File: config.mk
export PLATFORM = sky130hd
export DESIGN_NAME = alu_operand_stage
export DESIGN_NICKNAME = d
export VERILOG_FILES = /design/src/rtl/alu_operand_pkg.sv /design/src/rtl/alu_fwd_unit.sv /design/src/rtl/alu_operand_stage.sv
export SDC_FILE = /design/constraint.sdc
export NUM_CORES = 1
export LEC_CHECK = 0
export CORE_AREA = 3 3 104 106
export DETAILED_ROUTE_END_ITERATION = 8
export DIE_AREA = 0 0 107 109
export PLACE_DENSITY = 0.69
export SYNTH_ARGS = -nofsm -noshare
export SYNTH_HDL_FRONTEND = slang
export SYNTH_SLANG_ARGS = --single-unit
export TNS_END_PERCENT = 20
File: constraint.sdc
create_clock -name clk_i -period 1.2 [get_ports clk_i]
set_clock_uncertainty 0.1 [all_clocks]
set_input_delay 0.12 -clock clk_i [delete_from_list [all_inputs] [get_ports clk_i]]
set_output_delay 0.12 -clock clk_i [all_outputs]
set_load 0.05 [all_outputs]
File: src/rtl/alu_operand_pkg.sv
// Shared constants for the ALU operand-select stage: source indices,
// the hard-wired zero register and the bypass tag encoding.
package alu_operand_pkg;

   localparam int SRC_REG   = 0;
   localparam int SRC_SHIFT = 1;
   localparam int SRC_IMM   = 2;
   localparam int SRC_PC    = 3;

   localparam int ZERO_REG  = 0;

   typedef enum logic [1:0] {
      FWD_NONE = 2'b00,
      FWD_EX   = 2'b01,
      FWD_MEM  = 2'b10
   } fwd_tag_e;

endpackage

File: src/rtl/alu_fwd_unit.sv
// Combinational EX/MEM bypass compare and load-use hazard detect for the
// register source. Bypass logic exists only when ALU_OPERAND_FWD_EN is defined.
module alu_fwd_unit
   import alu_operand_pkg::*;
#(
   parameter int DATA_W     = 32,
   parameter int REG_ADDR_W = 5
) (
   input  logic                  src_is_reg,
   input  logic [REG_ADDR_W-1:0] rs_addr,
   input  logic [DATA_W-1:0]     reg_data,
   input  logic                  ex_wr_en,
   input  logic [REG_ADDR_W-1:0] ex_wr_addr,
   input  logic [DATA_W-1:0]     ex_wr_data,
   input  logic                  ex_is_load,
   input  logic                  mem_wr_en,
   input  logic [REG_ADDR_W-1:0] mem_wr_addr,
   input  logic [DATA_W-1:0]     mem_wr_data,
   output logic [DATA_W-1:0]     fwd_data,
   output fwd_tag_e              fwd_tag,
   output logic                  hazard
);

`ifdef ALU_OPERAND_FWD_EN
   logic bypass_ok;
   logic ex_hit;
   logic mem_hit;

   // r0 is hard-wired zero, so a pending write to it must never be bypassed.
   assign bypass_ok = src_is_reg && (rs_addr != REG_ADDR_W'(ZERO_REG));
   assign ex_hit    = bypass_ok && ex_wr_en  && (ex_wr_addr  == rs_addr);
   assign mem_hit   = bypass_ok && mem_wr_en && (mem_wr_addr == rs_addr);

   // NOTE: every output gets a default first so no path can infer a latch.
   always_comb begin
      fwd_data = reg_data;
      fwd_tag  = FWD_NONE;
      if (ex_hit) begin
         fwd_data = ex_wr_data;
         fwd_tag  = FWD_EX;
      end else if (mem_hit) begin
         fwd_data = mem_wr_data;
         fwd_tag  = FWD_MEM;
      end
   end

   // A load in EX has no data yet; an older MEM match is stale, so stall anyway.
   assign hazard = ex_hit && ex_is_load;
`else
   logic unused_fwd;

   assign fwd_data   = reg_data;
   assign fwd_tag    = FWD_NONE;
   assign hazard     = 1'b0;
   assign unused_fwd = ^{src_is_reg, rs_addr, ex_wr_en, ex_wr_addr, ex_wr_data,
                         ex_is_load, mem_wr_en, mem_wr_addr, mem_wr_data};
`endif

endmodule

File: src/rtl/alu_operand_stage.sv
// Registered operand-select stage for one ALU input: source mux, optional
// EX/MEM bypass (ALU_OPERAND_FWD_EN), one-deep valid/ready register, stall counter.
module alu_operand_stage
   import alu_operand_pkg::*;
#(
   parameter int DATA_W     = 32,
   parameter int NUM_SRC    = 4,
   parameter int REG_ADDR_W = 5,
   parameter int SEL_W      = $clog2(NUM_SRC)
) (
   input  logic                      clk_i,
   input  logic                      rst_i,
   input  logic                      in_valid_i,
   output logic                      in_ready_o,
   input  logic [NUM_SRC*DATA_W-1:0] src_data_i,
   input  logic [SEL_W-1:0]          src_sel_i,
   input  logic [REG_ADDR_W-1:0]     rs_addr_i,
   input  logic                      ex_wr_en_i,
   input  logic [REG_ADDR_W-1:0]     ex_wr_addr_i,
   input  logic [DATA_W-1:0]         ex_wr_data_i,
   input  logic                      ex_is_load_i,
   input  logic                      mem_wr_en_i,
   input  logic [REG_ADDR_W-1:0]     mem_wr_addr_i,
   input  logic [DATA_W-1:0]         mem_wr_data_i,
   output logic                      out_valid_o,
   input  logic                      out_ready_i,
   output logic [DATA_W-1:0]         data_o,
   output logic [1:0]                fwd_o,
   output logic [15:0]               stall_cnt_o
);

   logic              src_is_reg;
   logic [DATA_W-1:0] sel_data;
   logic [DATA_W-1:0] fwd_data;
   fwd_tag_e          fwd_tag;
   logic              hazard;
   logic [DATA_W-1:0] next_data;
   logic [1:0]        next_tag;
   logic              accept;

   assign src_is_reg = (src_sel_i == SEL_W'(SRC_REG));

   // Out-of-range selects fall through to the zero default.
   always_comb begin
      sel_data = '0;
      for (int k = 0; k < NUM_SRC; k++) begin
         if (src_sel_i == SEL_W'(k)) sel_data = src_data_i[k*DATA_W +: DATA_W];
      end
   end

   alu_fwd_unit #(
      .DATA_W     (DATA_W),
      .REG_ADDR_W (REG_ADDR_W)
   ) u_fwd (
      .src_is_reg  (src_is_reg),
      .rs_addr     (rs_addr_i),
      .reg_data    (src_data_i[DATA_W-1:0]),
      .ex_wr_en    (ex_wr_en_i),
      .ex_wr_addr  (ex_wr_addr_i),
      .ex_wr_data  (ex_wr_data_i),
      .ex_is_load  (ex_is_load_i),
      .mem_wr_en   (mem_wr_en_i),
      .mem_wr_addr (mem_wr_addr_i),
      .mem_wr_data (mem_wr_data_i),
      .fwd_data    (fwd_data),
      .fwd_tag     (fwd_tag),
      .hazard      (hazard)
   );

   assign next_data  = src_is_reg ? fwd_data : sel_data;
   assign next_tag   = src_is_reg ? fwd_tag  : FWD_NONE;

   assign in_ready_o = (!out_valid_o || out_ready_i) && !hazard;
   assign accept     = in_valid_i && in_ready_o;

   // NOTE: reset is synchronous and checked first, so it wins over a same-cycle accept.
   always_ff @(posedge clk_i) begin
      if (rst_i) begin
         out_valid_o <= 1'b0;
         data_o      <= '0;
         fwd_o       <= FWD_NONE;
      end else if (accept) begin
         out_valid_o <= 1'b1;
         data_o      <= next_data;
         fwd_o       <= next_tag;
      end else if (out_ready_i) begin
         out_valid_o <= 1'b0;
      end
   end

`ifdef ALU_OPERAND_FWD_EN
   always_ff @(posedge clk_i) begin
      if (rst_i) begin
         stall_cnt_o <= '0;
      end else if (in_valid_i && hazard && (stall_cnt_o != 16'hFFFF)) begin
         stall_cnt_o <= stall_cnt_o + 16'd1;
      end
   end
`else
   assign stall_cnt_o = '0;
`endif

endmodule

# Word-level counts from Yosys, hierarchy flattened
# Cells that the tools add are included.
# W data, S select, Z words.
[totals] register_bits=33 out_inout_bits=52
[classes] eq_ne=3 n_mux=6 n_reduce_logical=5
[ops] operator="$mux W32" count=4
[ops] operator="$eq A2 B2 Y1 const B" count=2
[ops] operator="$eq A2 B1 Y1 const B" count=1
[ops] operator="$logic_not A2 Y1" count=1
[ops] operator="$mux W1" count=2
[ops] operator="$reduce_bool A2 Y1" count=1
[ops] operator="$logic_and A1 B1 Y1" count=1
[ops] operator="$logic_not A1 Y1" count=1
[ops] operator="$logic_or A1 B1 Y1" count=1

# Depth between registers and ports, before layout
[depth] depth_word=5 ltp_mapped=4 ltp_nobuf=3

# Hierarchy
# Synthesis repeated with hierarchy kept, for this count alone.
[unflattened] hier_cells=181 hier_area_um2=2282.2
[modules_own_cells] module="alu_operand_stage" instances=1 cells_each=145 area_each_um2=2015.7 seq_area_each_um2=700.7
[modules_own_cells] module="alu_fwd_unit" instances=1 cells_each=36 area_each_um2=266.5 seq_area_each_um2=0.0

# Least setup slack after synthesis
# Ideal clock, no wire load.
[synth_timing] kind="register -> register" start="register out_valid_o" end="register data_o[0]" setup_time_ns=0.117 t_arrival_ns=1.590 required_time_ns=0.983 slack_ns=-0.607 stages_incl_launch_ff=5 synth_period_minus_slack_ns=1.807 path_cell_list="dfxtp_1 > nand2b_2 > nor3b_2 > clkbuf_1 > a22o_1"
[synth_via] elab_chain_cells=3
[synth_lines] item="start: declaration" line_no="alu_operand_stage.sv:25" text="output logic out_valid_o,"
[synth_lines] item="start signal: assignment" line_no="alu_operand_stage.sv:79" text="out_valid_o <= 1'b0;"
[synth_lines] item="start signal: assignment" line_no="alu_operand_stage.sv:83" text="out_valid_o <= 1'b1;"
[synth_lines] item="start signal: assignment" line_no="alu_operand_stage.sv:87" text="out_valid_o <= 1'b0;"
[synth_lines] item="$logic_not A1 Y1" line_no="alu_operand_stage.sv:73" text="assign in_ready_o = (!out_valid_o || out_ready_i) && !hazard;"
[synth_lines] item="$logic_or A1 B1 Y1" line_no="alu_operand_stage.sv:73"
[synth_lines] item="named net in_ready_o" line_no="alu_operand_stage.sv:14" text="output logic in_ready_o,"
[synth_lines] item="$logic_and A1 B1 Y1" line_no="alu_operand_stage.sv:74" text="assign accept = in_valid_i && in_ready_o;"
[synth_lines] item="end signal: assignment" line_no="alu_operand_stage.sv:84" text="data_o <= next_data;"
[synth_lines] item="end: declaration" line_no="alu_operand_stage.sv:27" text="output logic [DATA_W-1:0] data_o,"
# The timed path passes the listed nets, and every way through them passes these cells.
# A chain may end at the register's enable or synchronous reset.

# Final worst setup path
[layout_timing] start="input out_ready_i" end="register data_o[28]"
[layout_via] elab_chain_cells=2
[layout_lines] item="start: declaration" line_no="alu_operand_stage.sv:26" text="input logic out_ready_i,"
[layout_lines] item="$logic_or A1 B1 Y1" line_no="alu_operand_stage.sv:73"
[layout_lines] item="$logic_and A1 B1 Y1" line_no="alu_operand_stage.sv:74"
# Every way passes these cells.

==> results_tabular.tex <==
\begin{tabular}{lr}
\hline
Metric & Value \\
\hline
\multicolumn{2}{l}{\textbf{Routing}} \\
\quad Total iterations of the first detailed-routing run & 4 \\
\quad Total Wirelength & $\sim$7100 um \\
\quad Post-detailed-route count of antenna-violating nets & 0 \\
\quad Iteration-0 DRC count of the detailed router & 42 \\
\quad Drt via density & 4.26 \\
\quad Avg WL per Cell & 16.3 um \\
\quad Number of design rule violations left after detail routing & 0 \\
\quad Via count & 1856 \\
\multicolumn{2}{l}{\textbf{Setup path}} \\
\quad Path type of the worst setup path & primary input to register \\
\quad Crit-path cells & clkdlybuf4s50\_1 -> nand2b\_4 -> nor3b\_4 -> buf\_12 -> a22o\_1 \\
\quad Worst Path Max Fanout & 32 \\
\quad CP endpoint kind & register \\
\quad Category of the worst setup path launch point & primary input \\
\quad Signal arrival time at the worst endpoint & 1.37 ns \\
\quad Largest stage delay, worst path & 0.46 ns \\
\quad Cell class contributing the biggest share of worst-path delay & buffers and inverters \\
\quad Cell type of the slowest stage on the worst timing path & sky130\_fd\_sc\_hd\_\_clkdlybuf4s50\_1 \\
\quad Combined buffer and inverter count along the critical path & 2 \\
\quad Data required time of the critical path & 1.32 ns \\
\multicolumn{2}{l}{\textbf{Die}} \\
\quad Total number of placement rows & 36 \\
\quad Die boundary width & 107 um \\
\quad Starting Density & about 20\% \\
\quad Die Y-Extent & roughly 110 um \\
\quad Core footprint & 9860 um2 \\
\quad Boundary Pins & between 200 and 300 \\
\quad Die footprint & around 12000 um2 \\
\multicolumn{2}{l}{\textbf{Pwr}} \\
\quad Switching power of the nets & between 1 and 1.5 mW \\
\quad Pwr Density & 897 nW/um2 \\
\quad Internal Dissipation & $\sim$2.5 mW \\
\quad Part of the total power dissipated in combinational logic & between 40 and 50\% \\
\quad Sequential share of power & 34.0\% \\
\quad Clock power frac & 21.8\% \\
\quad Leakage dissipation & around 1.6 nW \\
\quad Peak supply drop & 336 uV \\
\quad Switching Share & between 30\% and 40\% \\
\multicolumn{2}{l}{\textbf{Outcome}} \\
\quad Failing checks & setup timing \\
\quad Outcome & finished with violations \\
\multicolumn{2}{l}{\textbf{Placement}} \\
\quad Placer congestion estimate & 0.713 \\
\quad Number of port buffers & 167 \\
\quad Placed instance area & between 4000 and 5000 um2 \\
\quad Half-perimeter wire length after detailed placement & between 5000 and 6000 um \\
\multicolumn{2}{l}{\textbf{Logic synthesis}} \\
\quad Synthesis-stage register bit count & 33 \\
\quad Per-instance average area after synthesis & 14.4 um2 \\
\quad Sequential element share of the synthesized area & 34.3\% \\
\quad Synthesized cell area & around 1900 um2 \\
\quad Number of warnings printed during yosys synthesis & 0 \\
\quad Instance count of the mapped netlist & approximately 130 \\
\quad Unique cell type count in the Yosys netlist & 14 \\
\multicolumn{2}{l}{\textbf{CTS}} \\
\quad Clock latency on the worst-skew pair & about 0.28 ns \\
\quad Bufs on Longest Clock Path & 2 \\
\quad Clk sink count & 33 \\
\quad Count of hold buffers inserted by post-cts repair & 0 \\
\quad Num CTS Buffers & 5 \\
\quad Clock tree from TritonCTS & built \\
\quad Number of instances resized during post-cts repair & 0 \\
\quad Root buf cell & sky130\_fd\_sc\_hd\_\_clkbuf\_8 \\
\quad Postcts setup bufs & 0 \\
\quad CTS H-tree lvls & 2 \\
\quad Clock transition at the register clock pins on the worst setup and hold paths after CTS & about 0.080 ns \\
\multicolumn{2}{l}{\textbf{Cells and area}} \\
\quad Commonest non-fill, non-tap cell in the layout & sky130\_fd\_sc\_hd\_\_clkdlybuf4s50\_1 \\
\quad Number of nets in the layout & a little over 500 \\
\quad Most frequent cells in the layout & sky130\_fd\_sc\_hd\_\_clkdlybuf4s50\_1, sky130\_fd\_sc\_hd\_\_buf\_12, sky130\_fd\_sc\_hd\_\_a22o\_1, sky130\_fd\_sc\_hd\_\_dfxtp\_1, sky130\_fd\_sc\_hd\_\_mux4\_2 \\
\quad Area Growth Syn to Fin & 116\% \\
\quad Layout cell share with drive strength beyond 1 & $\sim$28\% \\
\quad Number of fill cells & about 890 \\
\quad Multi-input logic area & 1130 um2 \\
\quad Footprint of the flip-flops and latches & around 660 um2 \\
\quad Number of antenna cells inserted & 0 \\
\quad Cell area after layout & $\sim$4200 um2 \\
\multicolumn{2}{l}{\textbf{Global routing}} \\
\quad Vias in the first global route & a little over 2000 \\
\quad GRT Resource Usage Total & around 12\% \\
\quad Overflow left after global routing & 0 \\
\quad Maximum number of pins on one net before global-route repair & 33 \\
\quad Antenna violations before repair & 0 \\
\quad First-pass GRT wire length & $\sim$11000 um \\
\multicolumn{2}{l}{\textbf{STA}} \\
\quad Total count of hold-check failures in the final report & 0 \\
\quad Setup repair after global routing missed its margin & true \\
\quad Final critical delay including setup and external delays & 1.24 ns \\
\quad Setup Total Neg Slack & -0.962 ns \\
\quad Least setup slack across all paths after layout & -0.0421 ns \\
\quad Share of the clock period used by the worst path after layout & 104\% \\
\quad Final setup violation count & 32 \\
\quad Pins Over Slew Limit & 0 \\
\quad Max Fclk & roughly 0.81 GHz \\
\multicolumn{2}{l}{\textbf{Worst hold path}} \\
\quad HP Class & primary input to register \\
\multicolumn{2}{l}{\textbf{Job}} \\
\quad Maximum capacitance violations & 0 \\
\hline
\end{tabular}
[path summary, 6_finish.rpt]
path,from,slack [ns],depth (start not counted),to
max,out_ready_i,-0.04,5,data_o[28]
max reg2reg,out_valid_o,-0.04,4,data_o[28]
min reg2reg,data_o[1],0.45,1,data_o[1]
min,src_sel_i[1],0.28,3,data_o[18]
[registers in the layout (all words and copies together), names as in the netlist]
name         flops
out_valid_o      1
data_o          32
[synthesized netlist by cell type (all sizes together)]
library cell	count	share of area (%)
dfxtp	33	34
a22o	32	15
mux4	32	38
buf	29	11
a21oi	2	0.52
clkbuf	2	0.39
conb	1	0.19
inv	1	0.19
nand2b	1	0.45
nor3b	1	0.65
[power groups by stage]
stage	Sequential [mW]	Clock [mW]	Combinational, mW
2_1_floorplan	1.54	0	0.539
3_3_place_gp	1.30	0	1.64
3_5_place_dp	1.30	0	1.67
4_1_cts	1.27	0.878	1.67
5_1_grt	1.28	0.936	1.73
6_report	1.27	0.814	1.65
[worst register-to-register path: stages (launching register included)]
cell	delay [ns]
sky130_fd_sc_hd__dfxtp_4	0.35
sky130_fd_sc_hd__nand2b_4	0.10
sky130_fd_sc_hd__nor3b_4	0.24
sky130_fd_sc_hd__buf_12	0.22
sky130_fd_sc_hd__a22o_1	0.16
[routing by layer]
layer	vias to the layer above	global-route usage (%)	wire, um
met4	0	3.56	86
met5	-	0	0
li1	855	-	-
met3	5	4.91	872
met1	864	12.7	2600
met2	132	22.0	3550
[layout make-up]
| class | instances | share of cell area [%] |
|---|---|---|
| Tap cell | 133 | 3.99 |
| Sequential cell | 33 | 15.9 |
| Multi-Input combinational cell | 86 | 27.1 |
| Timing Repair Buffer | 175 | 50.9 |
| Inverter | 1 | 0.0900 |
| Clock buffer | 6 | 1.74 |
| Clock inverter | 2 | 0.240 |
[metrics by stage]
step	hold WS [ns]	utilization (%)	instances	worst slack (ns)	total power, mW
6_report	0.285	42.3	436	-0.0421	3.74
5_1_grt	0.322	42.3	436	-0.110	3.95
4_1_cts	0.272	42.3	436	-0.0577	3.82
3_5_place_dp	0.434	41.5	428	-0.344	2.97
3_3_place_gp	0.429	41.5	428	-0.281	2.94
2_1_floorplan	0.0794	-	151	-0.152	2.08
[logic make-up (layout without fill, tap and decap cells)]
family                 Yosys count  in the layout  share of synthesized area (%)
buffers and inverters           32            184                           11.6
other                            1             18                          0.194
muxes                           32             32                           37.8
DFF                             33             33                           34.3
AOI/OAI and AO/OA               34             34                           15.1
and+or+nand+nor                  2              2                           1.10
Power figures use the tool's default switching activity.
